==> src/rtl/gemm_pkg.sv <==
// Shared defaults, types and the saturating formatter for the GEMM sequencer output path.
package gemm_pkg;

    localparam int NL    = 8;
    localparam int ACC_W = 32;
    localparam int DW    = 16;

    typedef logic [NL*ACC_W-1:0] acc_vec_t;

    typedef enum logic [1:0] {
        IDLE,
        LOAD,
        BEAT
    } out_st_e;

    localparam logic signed [ACC_W-1:0] SAT_HI = ACC_W'((1 << (DW-1)) - 1);
    localparam logic signed [ACC_W-1:0] SAT_LO = ACC_W'(-(1 << (DW-1)));

    // Clamp a signed accumulator into the signed beat range.
    function automatic logic [DW-1:0] sat_acc(input logic signed [ACC_W-1:0] a);
        if (a > SAT_HI) begin
            return {1'b0, {(DW-1){1'b1}}};
        end else if (a < SAT_LO) begin
            return {1'b1, {(DW-1){1'b0}}};
        end else begin
            return a[DW-1:0];
        end
    endfunction

endpackage

==> src/rtl/out_fifo.sv <==
// Result FIFO holding whole accumulator vectors; writes while full are ignored.
module out_fifo
    import gemm_pkg::*;
#(
    parameter int DEPTH = 4
) (
    input  logic                    clk,
    input  logic                    rst,
    input  logic                    wr_en,
    input  acc_vec_t                wr_data,
    input  logic                    rd_en,
    output acc_vec_t                rd_data,
    output logic                    full,
    output logic                    empty,
    output logic [$clog2(DEPTH):0]  occ_nxt
);

    localparam int PW = $clog2(DEPTH);
    localparam int CW = PW + 1;

    acc_vec_t        mem [DEPTH];
    logic [PW-1:0]   wptr;
    logic [PW-1:0]   rptr;
    logic [CW-1:0]   occ;
    logic            wr_ok;

    assign wr_ok   = wr_en & ~full;
    assign full    = (occ == CW'(DEPTH));
    assign empty   = (occ == '0);
    assign rd_data = mem[rptr];

    always_ff @(posedge clk) begin
        if (wr_ok) begin
            mem[wptr] <= wr_data;
        end
    end

    // Reads are only issued by the drain FSM while the FIFO is known non-empty.
    always_comb begin
        occ_nxt = occ;
        case ({wr_ok, rd_en})
            2'b10:   occ_nxt = occ + CW'(1);
            2'b01:   occ_nxt = occ - CW'(1);
            default: occ_nxt = occ;
        endcase
    end

    always_ff @(posedge clk or negedge rst) begin
        if (!rst) begin
            wptr <= '0;
            rptr <= '0;
            occ  <= '0;
        end else begin
            if (wr_ok) begin
                wptr <= wptr + PW'(1);
            end
            if (rd_en) begin
                rptr <= rptr + PW'(1);
            end
            occ <= occ_nxt;
        end
    end

endmodule

==> src/rtl/out_ctl.sv <==
// Output controller: buffers kernel results and streams them one lane per beat.
// Build option: define OUT_SAT_EN to saturate each beat instead of truncating it.
module out_ctl
    import gemm_pkg::*;
#(
    parameter int DEPTH = 4,
    parameter int KPJ   = 4
) (
    input  logic            clk,
    input  logic            rst,
    input  logic            s_init,
    input  logic            k_fin,
    input  acc_vec_t        acc_in,
    output logic            out_busy,
    output logic            outr,
    output logic            m_valid,
    input  logic            m_ready,
    output logic [DW-1:0]   m_data,
    output logic            m_last,
    output logic            ovf
);

    localparam int CW = $clog2(DEPTH) + 1;
    localparam int LW = $clog2(NL);
    localparam int KW = (KPJ > 1) ? $clog2(KPJ) : 1;

    localparam logic [CW-1:0] BUSY_TH   = CW'(DEPTH - 1);
    localparam logic [LW-1:0] LANE_LAST = LW'(NL - 1);
    localparam logic [KW-1:0] KC_LAST   = KW'(KPJ - 1);

    out_st_e        state;
    out_st_e        state_nxt;
    acc_vec_t       rd_data;
    acc_vec_t       shift_reg;
    logic [LW-1:0]  lane;
    logic [KW-1:0]  kc;
    logic [CW-1:0]  occ_nxt;
    logic           fifo_full;
    logic           fifo_empty;
    logic           rd_en;
    logic           hs;
    logic           hs_last;
    logic [DW-1:0]  beat;

    out_fifo #(
        .DEPTH   (DEPTH)
    ) u_fifo (
        .clk     (clk),
        .rst     (rst),
        .wr_en   (k_fin),
        .wr_data (acc_in),
        .rd_en   (rd_en),
        .rd_data (rd_data),
        .full    (fifo_full),
        .empty   (fifo_empty),
        .occ_nxt (occ_nxt)
    );

    assign hs      = m_valid & m_ready;
    assign hs_last = hs & (lane == LANE_LAST);

`ifdef OUT_SAT_EN
    assign beat = sat_acc(shift_reg[ACC_W-1:0]);
`else
    assign beat = shift_reg[DW-1:0];
`endif

    always_ff @(posedge clk or negedge rst) begin
        if (!rst) begin
            state <= IDLE;
        end else begin
            state <= state_nxt;
        end
    end

    always_comb begin
        state_nxt = state;
        case (state)
            IDLE: begin
                if (!fifo_empty) begin
                    state_nxt = LOAD;
                end
            end
            LOAD: begin
                state_nxt = BEAT;
            end
            BEAT: begin
                if (hs_last) begin
                    state_nxt = fifo_empty ? IDLE : LOAD;
                end
            end
            default: state_nxt = IDLE;
        endcase
    end

    always_comb begin
        m_valid = (state == BEAT);
        rd_en   = (state == LOAD);
        m_data  = m_valid ? beat : '0;
        m_last  = m_valid & (lane == LANE_LAST) & (kc == KC_LAST);
    end

    // Lane 0 always sits in the low word; each accepted beat shifts the next lane down.
    always_ff @(posedge clk or negedge rst) begin
        if (!rst) begin
            shift_reg <= '0;
            lane      <= '0;
        end else if (rd_en) begin
            shift_reg <= rd_data;
            lane      <= '0;
        end else if (hs) begin
            shift_reg <= shift_reg >> ACC_W;
            lane      <= lane + LW'(1);
        end
    end

    always_ff @(posedge clk or negedge rst) begin
        if (!rst) begin
            kc <= '0;
        end else if (s_init) begin
            kc <= '0;
        end else if (hs_last) begin
            kc <= (kc == KC_LAST) ? '0 : kc + KW'(1);
        end
    end

    // Flags follow next-state values so they line up with the cycle the change takes effect.
    always_ff @(posedge clk or negedge rst) begin
        if (!rst) begin
            out_busy <= 1'b0;
            outr     <= 1'b0;
            ovf      <= 1'b0;
        end else begin
            out_busy <= (occ_nxt >= BUSY_TH);
            outr     <= (occ_nxt != '0) | (state_nxt != IDLE);
            if (k_fin & fifo_full) begin
                ovf <= 1'b1;
            end
        end
    end

endmodule

==> config.mk <==
export PLATFORM = sky130hd
export DESIGN_NAME = out_ctl
export DESIGN_NICKNAME = d
export VERILOG_FILES = /design/src/rtl/gemm_pkg.sv /design/src/rtl/out_fifo.sv /design/src/rtl/out_ctl.sv
export SDC_FILE = /design/constraint.sdc
export NUM_CORES = 1
export LEC_CHECK = 0
export BUFFER_PORTS_ARGS = -buffer_cell sky130_fd_sc_hd__buf_2
export CELL_PAD_IN_SITES_DETAIL_PLACEMENT = 1
export CELL_PAD_IN_SITES_GLOBAL_PLACEMENT = 2
export CORE_AREA = 2 2 245 247
export DETAILED_ROUTE_END_ITERATION = 8
export DIE_AREA = 0 0 247 249
export PLACE_DENSITY = 0.87
export SLEW_MARGIN = 0
export SYNTH_ARGS = -nofsm -noshare
export SYNTH_HDL_FRONTEND = slang
export SYNTH_SLANG_ARGS = --single-unit
==> constraint.sdc <==
create_clock -name clk -period 6.5 [get_ports clk]
set_clock_uncertainty 0.2 [all_clocks]
set_input_delay 1.3 -clock clk [delete_from_list [all_inputs] [get_ports clk]]
set_output_delay 1.3 -clock clk [all_outputs]
set_load 0.05 [all_outputs]
* Word-level counts from Yosys, hierarchy flattened *
Memories as Yosys holds them, arrays and structs flattened.
Index checks and enable logic that the tools add are counted.
W data, S select, Z words.

storage, ports and cells
  bits in registers = 273
  bits in latches = 0
  RAM bits = 1,024
  ROM bits = 0
  input bits = 261
  output and inout port bits = 21
  logic and storage cells = 54
  memories kept = 1

memories
  memory      depth  width  rd ports  clocked after Yosys merged registers in  wr ports  RTL line        source
  u_fifo.mem  4      256    1         0                                        1         out_fifo.sv:21  acc_vec_t mem [DEPTH];

cells by class
  $add $sub $neg = 6
  multiply operators = 0
  div/mod/pow operators = 0
  order comparisons = 1
  eq/ne operators = 7
  shifts and indexed selects = 0
  mux-type cells = 15
  bitwise gates (word level) = 8
  reduce and logical (&&, ||, !) cells = 6

operators by type and width
  operator               number
  $mux W256              2
  $mux W16               1
  $mux W2                5
  $add A2 B1 Y2 const B  3
  $add A3 B1 Y3 const B  2
  $and A1 B1 Y1          6
  $eq A2 B2 Y1 const B   3
  $eq A3 B3 Y1 const B   2
  $mux W3                2
  $pmux W2 S3            1
  $pmux W3 S2            1
  $reduce_bool A2 Y1     3
  $eq A2 B1 Y1 const B   2
  $ge A3 B2 Y1 const B   1
  $logic_not A3 Y1       1
  $mux W1                3
  $reduce_bool A3 Y1     1
  $sub A3 B1 Y3 const B  1
  $logic_not A2 Y1       1
  $not A1 Y1             1
  $or A1 B1 Y1           1

* Depth between registers and ports, before layout *
Gate-level depths: netlist of run 1.

  depth in word-level cells = 7
  mapped depth = 8
  mapped depth without buffers = 8

* Hierarchy *
Synthesis of run 1 repeated with hierarchy kept, for this count alone.

unflattened totals
  cells, all modules = 1,827
  area, all modules = 44,833.0 µm²

by module, submodules not included
  module    instances  cells an instance  area an instance (µm²)  sequential area each (µm²)
  out_fifo  1          1,375              37,793.7                30,924.7
  out_ctl   1          452                7,039.3                 3,453.3

* Worst setup path before layout of run 1 *
Ideal clock, no wire load.

  path type = input-to-reg
  start = input k_fin
  end = memory u_fifo.mem[0][0] in the netlist's numbering, enable pin
  setup time = 0.502 ns
  arrival time = 4.648 ns
  required time = 5.798 ns
  path slack = 1.150 ns
  stages on the path = 2
  buffers on the path = 0
  path through = a21boi_1 > and2_1

between the ends
  word-level cells in the longest chain between the ends = 3

RTL lines
  what                           RTL line        source
  from (decl)                    out_ctl.sv:12   input logic k_fin,
  $and A1 B1 Y1                  out_fifo.sv:27  assign wr_ok = wr_en & ~full;
  $mux W1                        out_fifo.sv:33  if (wr_ok) begin
  $mux W1 (implied by the code)  out_fifo.sv:34  mem[wptr] <= wr_data;
  to (decl)                      out_fifo.sv:21

Every way passes these cells.

* Worst setup path after layout of run 1 *
  start = register state[0]
  end = register outr

between the ends
  word-level cells in the longest chain between the ends = 7
  elaborated cells between the ends (all ways) = 14
  classes of those cells = 4 x eq/ne; 4 x mux; 3 x bitwise; 3 x reduce/logical

RTL lines
  what                    RTL line                      source
  from (decl)             out_ctl.sv:31                 out_st_e state;
  from (signal assigned)  out_ctl.sv:72                 state <= state_nxt;
  $eq A2 B2 Y1            out_ctl.sv:78, out_ctl.sv:97
  $and A1 B1 Y1           out_ctl.sv:59                 assign hs = m_valid & m_ready;
  $and A1 B1 Y1           out_ctl.sv:60                 assign hs_last = hs & (lane == LANE_LAST);
  $mux W2                 out_ctl.sv:88                 if (hs_last) begin
  $pmux W2 S3             out_ctl.sv:78                 case (state)
  $reduce_bool A2 Y1      out_ctl.sv:135                outr <= (occ_nxt != '0) | (state_nxt != IDLE);
  $or A1 B1 Y1 (*)        out_ctl.sv:135
  to (signal assigned)    out_ctl.sv:135
  to (decl)               out_ctl.sv:15                 output logic outr,

Mark *: on every way between the ends. The rest lies on a longest branch, timed or not.
A chain may end at the register's enable or synchronous reset.

==> flow_summary.json, run 1 <==
{
  "outcome": "completed",
  "highest_layer": "met5",
  "crit_type": "reg -> reg",
  "antenna_left": 0,
  "cts_resized": 0,
  "synth.cell_area_sq_um": 25100,
  "fp.dieW_microns": 247,
  "clkTransAtPathRegs_ps": 60,
  "cts_buffers": 69,
  "seq_area_frac_synth_pct": 75.8,
  "hold_viol_final": 0,
  "critPathBufInv": 1,
  "cpPeakStageDelay_ps": 780,
  "slew_violations": 0,
  "cp_max_fo": 50,
  "wl_met1_microns": 24000,
  "routedWlPerCell_microns": 24.4,
  "pwr-share-seq_pct": 45.4,
  "yosys_warnings": 0,
  "overflow": 0,
  "nets": 1873,
  "drt-pass1-iter-count": 5,
  "cts_max_path_buffers": 3,
  "cts_sinks": 657,
  "insertion_delay_ps": 590,
  "yosys.area.top_type": "edfxtp_1",
  "dp_hpwl_microns": 35600,
  "crit_path_cell_trace": "nand2b_4, clkinv_1, ha_1, fa_1, or3b_2, a21oi_1, o2111ai_1",
  "fp.dieH_microns": 249,
  "netSwitchingPower_w": 0.00438,
  "synth_area_per_cell_sq_um": 17.4,
  "hold_buffers": 0,
  "final.setup.tns_ps": 0,
  "synth_cell_type_count": 35,
  "p_sw_share_pct": 31.4,
  "cts_tree": "built",
  "r2r-end": "outr",
  "hold_path_class": "reg -> reg",
  "wl_met3_microns": 3390,
  "powerDensity_nw_per_um2": 484,
  "pwr-share-comb_pct": 26.8,
  "cp-end-kind": "register",
  "track_usage_pct": 19.6,
  "reg2reg_slack_ps": 2600,
  "grt_pass1_wl_microns": 89900,
  "finalSetupViolCount": 0,
  "gp_congestion": 0.716,
  "r2r_cells": 7,
  "drc": 0,
  "worstPathArrival_ps": 4140,
  "synth-seq-cells": 657,
  "slowest_stage": "clkinv_1",
  "timing.fmax_ghz": 0.256,
  "synth_cells": 1444,
  "drt_iter0_markers": 908,
  "fillCellCount": 5541,
  "min_from": "ovf",
  "h-tree-depth": 3,
  "dieArea_sq_um": 61500,
  "required_ps": 6740,
  "drive_above_1_share_pct": 24.7,
  "critical-path-top-delay-family": "adder cells",
  "r2r-start": "state[0]",
  "worst_slew_pin_slew_ps": 1050,
  "post-route-util_pct": 49.1,
  "num_vias": 13300,
  "holdPathEnd": "ovf",
  "portBuffers": 153,
  "wl_met2_microns": 30200,
  "viasPerCell": 5.46,
  "clkPwrFrac_pct": 27.8,
  "antenna_found_initial": 29,
  "post_cts_buffers": 0,
  "root_buffer": "clkbuf_16",
  "syn_to_final_growth_pct": 15.0,
  "ir_drop_mv": 0.295,
  "synth_area_leaders": "edfxtp_1, dfrtp_1, mux4_2",
  "largest_reg_flops": 512,
  "grt_pass1_vias": 14400,
  "core_area_sq_um": 58700,
  "start_util_pct": 42.7,
  "totalWireLength_microns": 59500,
  "startpoint_type": "register",
  "relSlewSlack_pct": 29.8,
  "grt_max_degree": 102,
  "rsz0062_at_grt": "no",
  "finalCritPeriodShare_pct": 60.0,
  "min_path_cells": 1,
  "ios": 282,
  "synth_fp_nets": 1714,
  "maxCapViolations": 0,
  "p_int_w": 0.00956,
  "leakage_nw": 10.3,
  "synth_top_area_share_pct": 61.4,
  "period_needed_ps": 3900,
  "rows": 89
}
-- stage by stage --
stage / area [sq um] / hold slack, ps / std cells / total power (W) / setup WS [ps]
6_report: 28800 / 280 / 2442 / 0.0139 / 2600
5_1_grt: 28800 / 289 / 2437 / 0.0146 / 2380
4_1_cts: 28800 / 280 / 2429 / 0.0141 / 2570
3_5_place_dp: 26600 / 266 / 2305 / 0.0102 / 2310
3_3_place_gp: 26600 / 248 / 2305 / 0.00999 / 2380
2_1_floorplan: 25100 / 266 / 1444 / 0.00907 / 1150
-- layout by cell type (no fill, tap or decap), drive strengths merged, types with 4 or more instances in the layout --
cell,instances
a21oi,14
a31oi,112
and2,20
buf,173
bufinv,4
clkbuf,107
clkinv,12
dfrtp,145
diode,13
edfxtp,512
ha,8
inv,4
mux4,128
nand2,264
nand3,7
nor2,116
xnor2,5
-- how the worst max path moves through the flow --
stage | startpoint | end | slack (ps) | cells after the start
2_1_floorplan | k_fin | u_fifo.mem[0][0] | 1150 | 2
3_3_place_gp | k_fin | u_fifo.mem[2][141] | 2380 | 4
6_report | state[0] | outr | 2600 | 7
5_1_grt | state[0] | outr | 2380 | 7
4_1_cts | state[0] | outr | 2570 | 7
3_5_place_dp | k_fin | u_fifo.mem[2][141] | 2310 | 4
-- power groups by stage --
| stage | clock network [W] | logic [W] | registers (W) |
|---|---|---|---|
| global route | 0.00411 | 0.00409 | 0.00644 |
| detailed placement | 0 | 0.00377 | 0.00640 |
| finish | 0.00388 | 0.00373 | 0.00633 |
| floorplan | 0 | 0.00291 | 0.00616 |
| CTS | 0.00395 | 0.00381 | 0.00634 |
| global placement | 0 | 0.00366 | 0.00633 |
-- cell type report --
cell class	count	area, sq um	area share (%)
inverter	4	15.0	0.0521
sequential	657	19000	66.0
multi-input combinational	698	5600	19.4
timing repair buffer	173	972	3.37
antenna	13	32.5	0.113
clock inverter	17	189	0.656
tap	773	967	3.36
clock buffer	107	2030	7.05
-- worst reg2reg max path, delay by kind of cell, from the launching register on --
kind            cells  cell delay (ps)
flops               1              480
compound gates      2              330
buf+inv             1              800
simple gates        2              950
fa+ha+maj           2              980
-- cells in the mapped netlist (all sizes together) --
cell type  number
nor3            2
and2           20
clkinv          1
mux4          128
dfrtp         145
nor2b           2
buf            50
o21ai           2
nor2          116
fa              1
inv             3
mux2i           2
o2111ai         1
edfxtp        512
nand4b          1
or3b            2
nand3b          1
clkbuf         35
nand2         264
or3             1
xnor2           5
a31oi         112
ha              8
a31o            1
a21oi          14
nand2b          2
mux2            2
nand3           7
and3            1
a21boi          2
and3b           1
-- layer usage --
layer	up-vias	global-route usage (%)
met3	114	4.26
met2	327	32.8
met5	-	0
met1	7020	25.0
met4	24	7.35
li1	5840	-
-- logic make-up (layout without fill, tap and decap cells) --
family          after synthesis  in the layout  synth area share (%)
xor+xnor                      5              5                 0.175
simple gates                420            420                  6.69
mux                         132            132                  11.7
compound gates              132            132                  3.25
other cells                   0             13                     0
buf+inv                      89            301                  1.88
fa+ha+maj                     9              9                 0.479
flops                       657            657                  75.8
(Power assumes the default switching activity.)
==> run 2, diff against run 1 <==
--- a/config.mk
+++ b/config.mk
@@ -8,10 +8,10 @@
 export BUFFER_PORTS_ARGS = -buffer_cell sky130_fd_sc_hd__buf_2
 export CELL_PAD_IN_SITES_DETAIL_PLACEMENT = 1
 export CELL_PAD_IN_SITES_GLOBAL_PLACEMENT = 2
-export CORE_AREA = 2 2 245 247
+export CORE_AREA = 2 2 257 259
 export DETAILED_ROUTE_END_ITERATION = 8
-export DIE_AREA = 0 0 247 249
-export PLACE_DENSITY = 0.87
+export DIE_AREA = 0 0 259 261
+export PLACE_DENSITY = 0.84
 export SLEW_MARGIN = 0
 export SYNTH_ARGS = -nofsm -noshare
 export SYNTH_HDL_FRONTEND = slang
==> constraint.sdc (replaced) <==
create_clock -name clk -period 3.5 [get_ports clk]
set_clock_uncertainty 0.2 [all_clocks]
set_input_delay 0.7 -clock clk [delete_from_list [all_inputs] [get_ports clk]]
set_output_delay 0.7 -clock clk [all_outputs]
set_load 0.05 [all_outputs]
==> flow_summary.json, run 2 (synthesis results as in run 1) <==
{
  "outcome": "completed",
  "viasPerCell": 5.17,
  "rsz0062_at_grt": "no",
  "leakage_nw": 10.4,
  "hold_viol_final": 0,
  "drc": 0,
  "track_usage_pct": 17.8,
  "root_buffer": "clkbuf_16",
  "totalWireLength_microns": 59100,
  "finalCritPeriodShare_pct": 82.7,
  "gp_congestion": 0.726,
  "fp.dieW_microns": 259,
  "critPathBufInv": 2,
  "layout_commonest_cell": "edfxtp_1",
  "dieArea_sq_um": 67600,
  "nets": 1885,
  "syn_to_final_growth_pct": 16.9,
  "antenna_left": 0,
  "fp.dieH_microns": 261,
  "cts_resized": 0,
  "cpPeakStageDelay_ps": 480,
  "p_sw_share_pct": 31.7,
  "fillCellCount": 6275,
  "ios": 282,
  "critical-path-top-delay-family": "buffers and inverters",
  "worstPathArrival_ps": 2000,
  "clkPwrFrac_pct": 28.1,
  "critPathLaunch": "state[0]",
  "r2r-start": "state[0]",
  "core_area_sq_um": 65000,
  "highest_layer": "met5",
  "post_cts_buffers": 0,
  "start_util_pct": 38.5,
  "crit_path_cell_trace": "nor2b_1, buf_4, and2_1, buf_2",
  "timing.hold.ws_ps": 48.2,
  "cp-end-kind": "output pin",
  "finalSetupViolCount": 0,
  "post-route-util_pct": 45.0,
  "r2r_cells": 7,
  "num_vias": 13200,
  "final.setup.tns_ps": 0,
  "required_ps": 2600,
  "insertion_delay_ps": 620,
  "drive_above_1_share_pct": 25.5,
  "drt_iter0_markers": 1020,
  "powerDensity_nw_per_um2": 897,
  "netSwitchingPower_w": 0.00833,
  "holdPathEnd": "kc[0]",
  "min_path_cells": 2,
  "cts_tree": "built",
  "drt-pass1-iter-count": 5,
  "h-tree-depth": 3,
  "min_from": "s_init",
  "startpoint_type": "register",
  "timing.fmax_ghz": 0.345,
  "clkTransAtPathRegs_ps": 70,
  "relSlewSlack_pct": 32.1,
  "cts_buffers": 70,
  "largest_reg_flops": 512,
  "grt_max_degree": 227,
  "grt_pass1_vias": 14400,
  "grt_pass1_wl_microns": 90200,
  "hold_path_class": "in -> reg",
  "portBuffers": 153,
  "period_needed_ps": 2900,
  "cp_max_fo": 18,
  "r2r-end": "outr",
  "layout_common_cells": "edfxtp_1, nand2_1, buf_2",
  "finalWorstSetupSlack_ps": 605,
  "dp_hpwl_microns": 36000,
  "routedWlPerCell_microns": 23.2,
  "worst_slew_pin_slew_ps": 1020,
  "antenna_found_initial": 19,
  "slew_violations": 0,
  "wl_met3_microns": 2880,
  "wl_met2_microns": 30000,
  "wl_met1_microns": 25100,
  "p_int_w": 0.0179,
  "cts_sinks": 657,
  "crit_type": "reg -> out",
  "preCtsSetupSlack_ps": 566,
  "pwr-share-comb_pct": 27.7,
  "cts_max_path_buffers": 3,
  "reg2reg_slack_ps": 750,
  "pwr-share-seq_pct": 44.2,
  "maxCapViolations": 0,
  "rows": 94,
  "overflow": 0,
  "ir_drop_mv": 0.419,
  "hold_buffers": 1,
  "slowest_stage": "dfrtp_1"
}
[run 2: changes by cell type in the layout (fill, tap and decap cells not counted), moves of 4 or more]
cell	before	now
clkinv_2	5	9
clkbuf_1	24	14
buf_4	16	9
buf_12	4	21
clkbuf_8	12	7
diode_2	13	8
clkinv_1	6	15
[run 2: final cells by class]
type | instances | area, sq um | area share (%)
Antenna cell | 8 | 20.0 | 0.0683
Clock buffer | 92 | 1930 | 6.57
Clock inverter | 38 | 370 | 1.26
Inverter | 4 | 15.0 | 0.0513
Multi-Input combinational cell | 698 | 5600 | 19.1
Sequential cell | 657 | 19000 | 64.9
Tap cell | 864 | 1080 | 3.69
Timing Repair Buffer | 184 | 1270 | 4.34
[run 2: through the flow]
| stage | cells | area [sq um] | power (W) |
|---|---|---|---|
| 3_3_place_gp | 2406 | 27000 | 0.0188 |
| 5_1_grt | 2542 | 29300 | 0.0276 |
| 4_1_cts | 2537 | 29300 | 0.0266 |
| 2_1_floorplan | 1444 | 25100 | 0.0168 |
| 3_5_place_dp | 2406 | 27000 | 0.0191 |
| 6_report | 2545 | 29300 | 0.0263 |
[run 2: layer usage]
metal	vias up	global-route usage, %
li1	5866	-
met4	14	6.42
met1	6915	23.4
met3	89	3.30
met2	286	29.8
met5	-	0
[run 2: worst max path at each step]
stage / depth (start not counted) / endpoint
after floorplan: 2 / u_fifo.mem[0][0]
after global placement: 8 / outr
after detailed placement: 8 / outr
after CTS: 4 / m_data[14]
after global routing: 4 / m_data[14]
final: 4 / m_data[14]
[run 2: power groups by stage]
stage	clock (W)	combinational, W	sequential, W
finish	0.00738	0.00727	0.0116
global route	0.00780	0.00799	0.0118
CTS	0.00754	0.00745	0.0116
detailed placement	0	0.00737	0.0118
global placement	0	0.00719	0.0116
floorplan	0	0.00541	0.0113
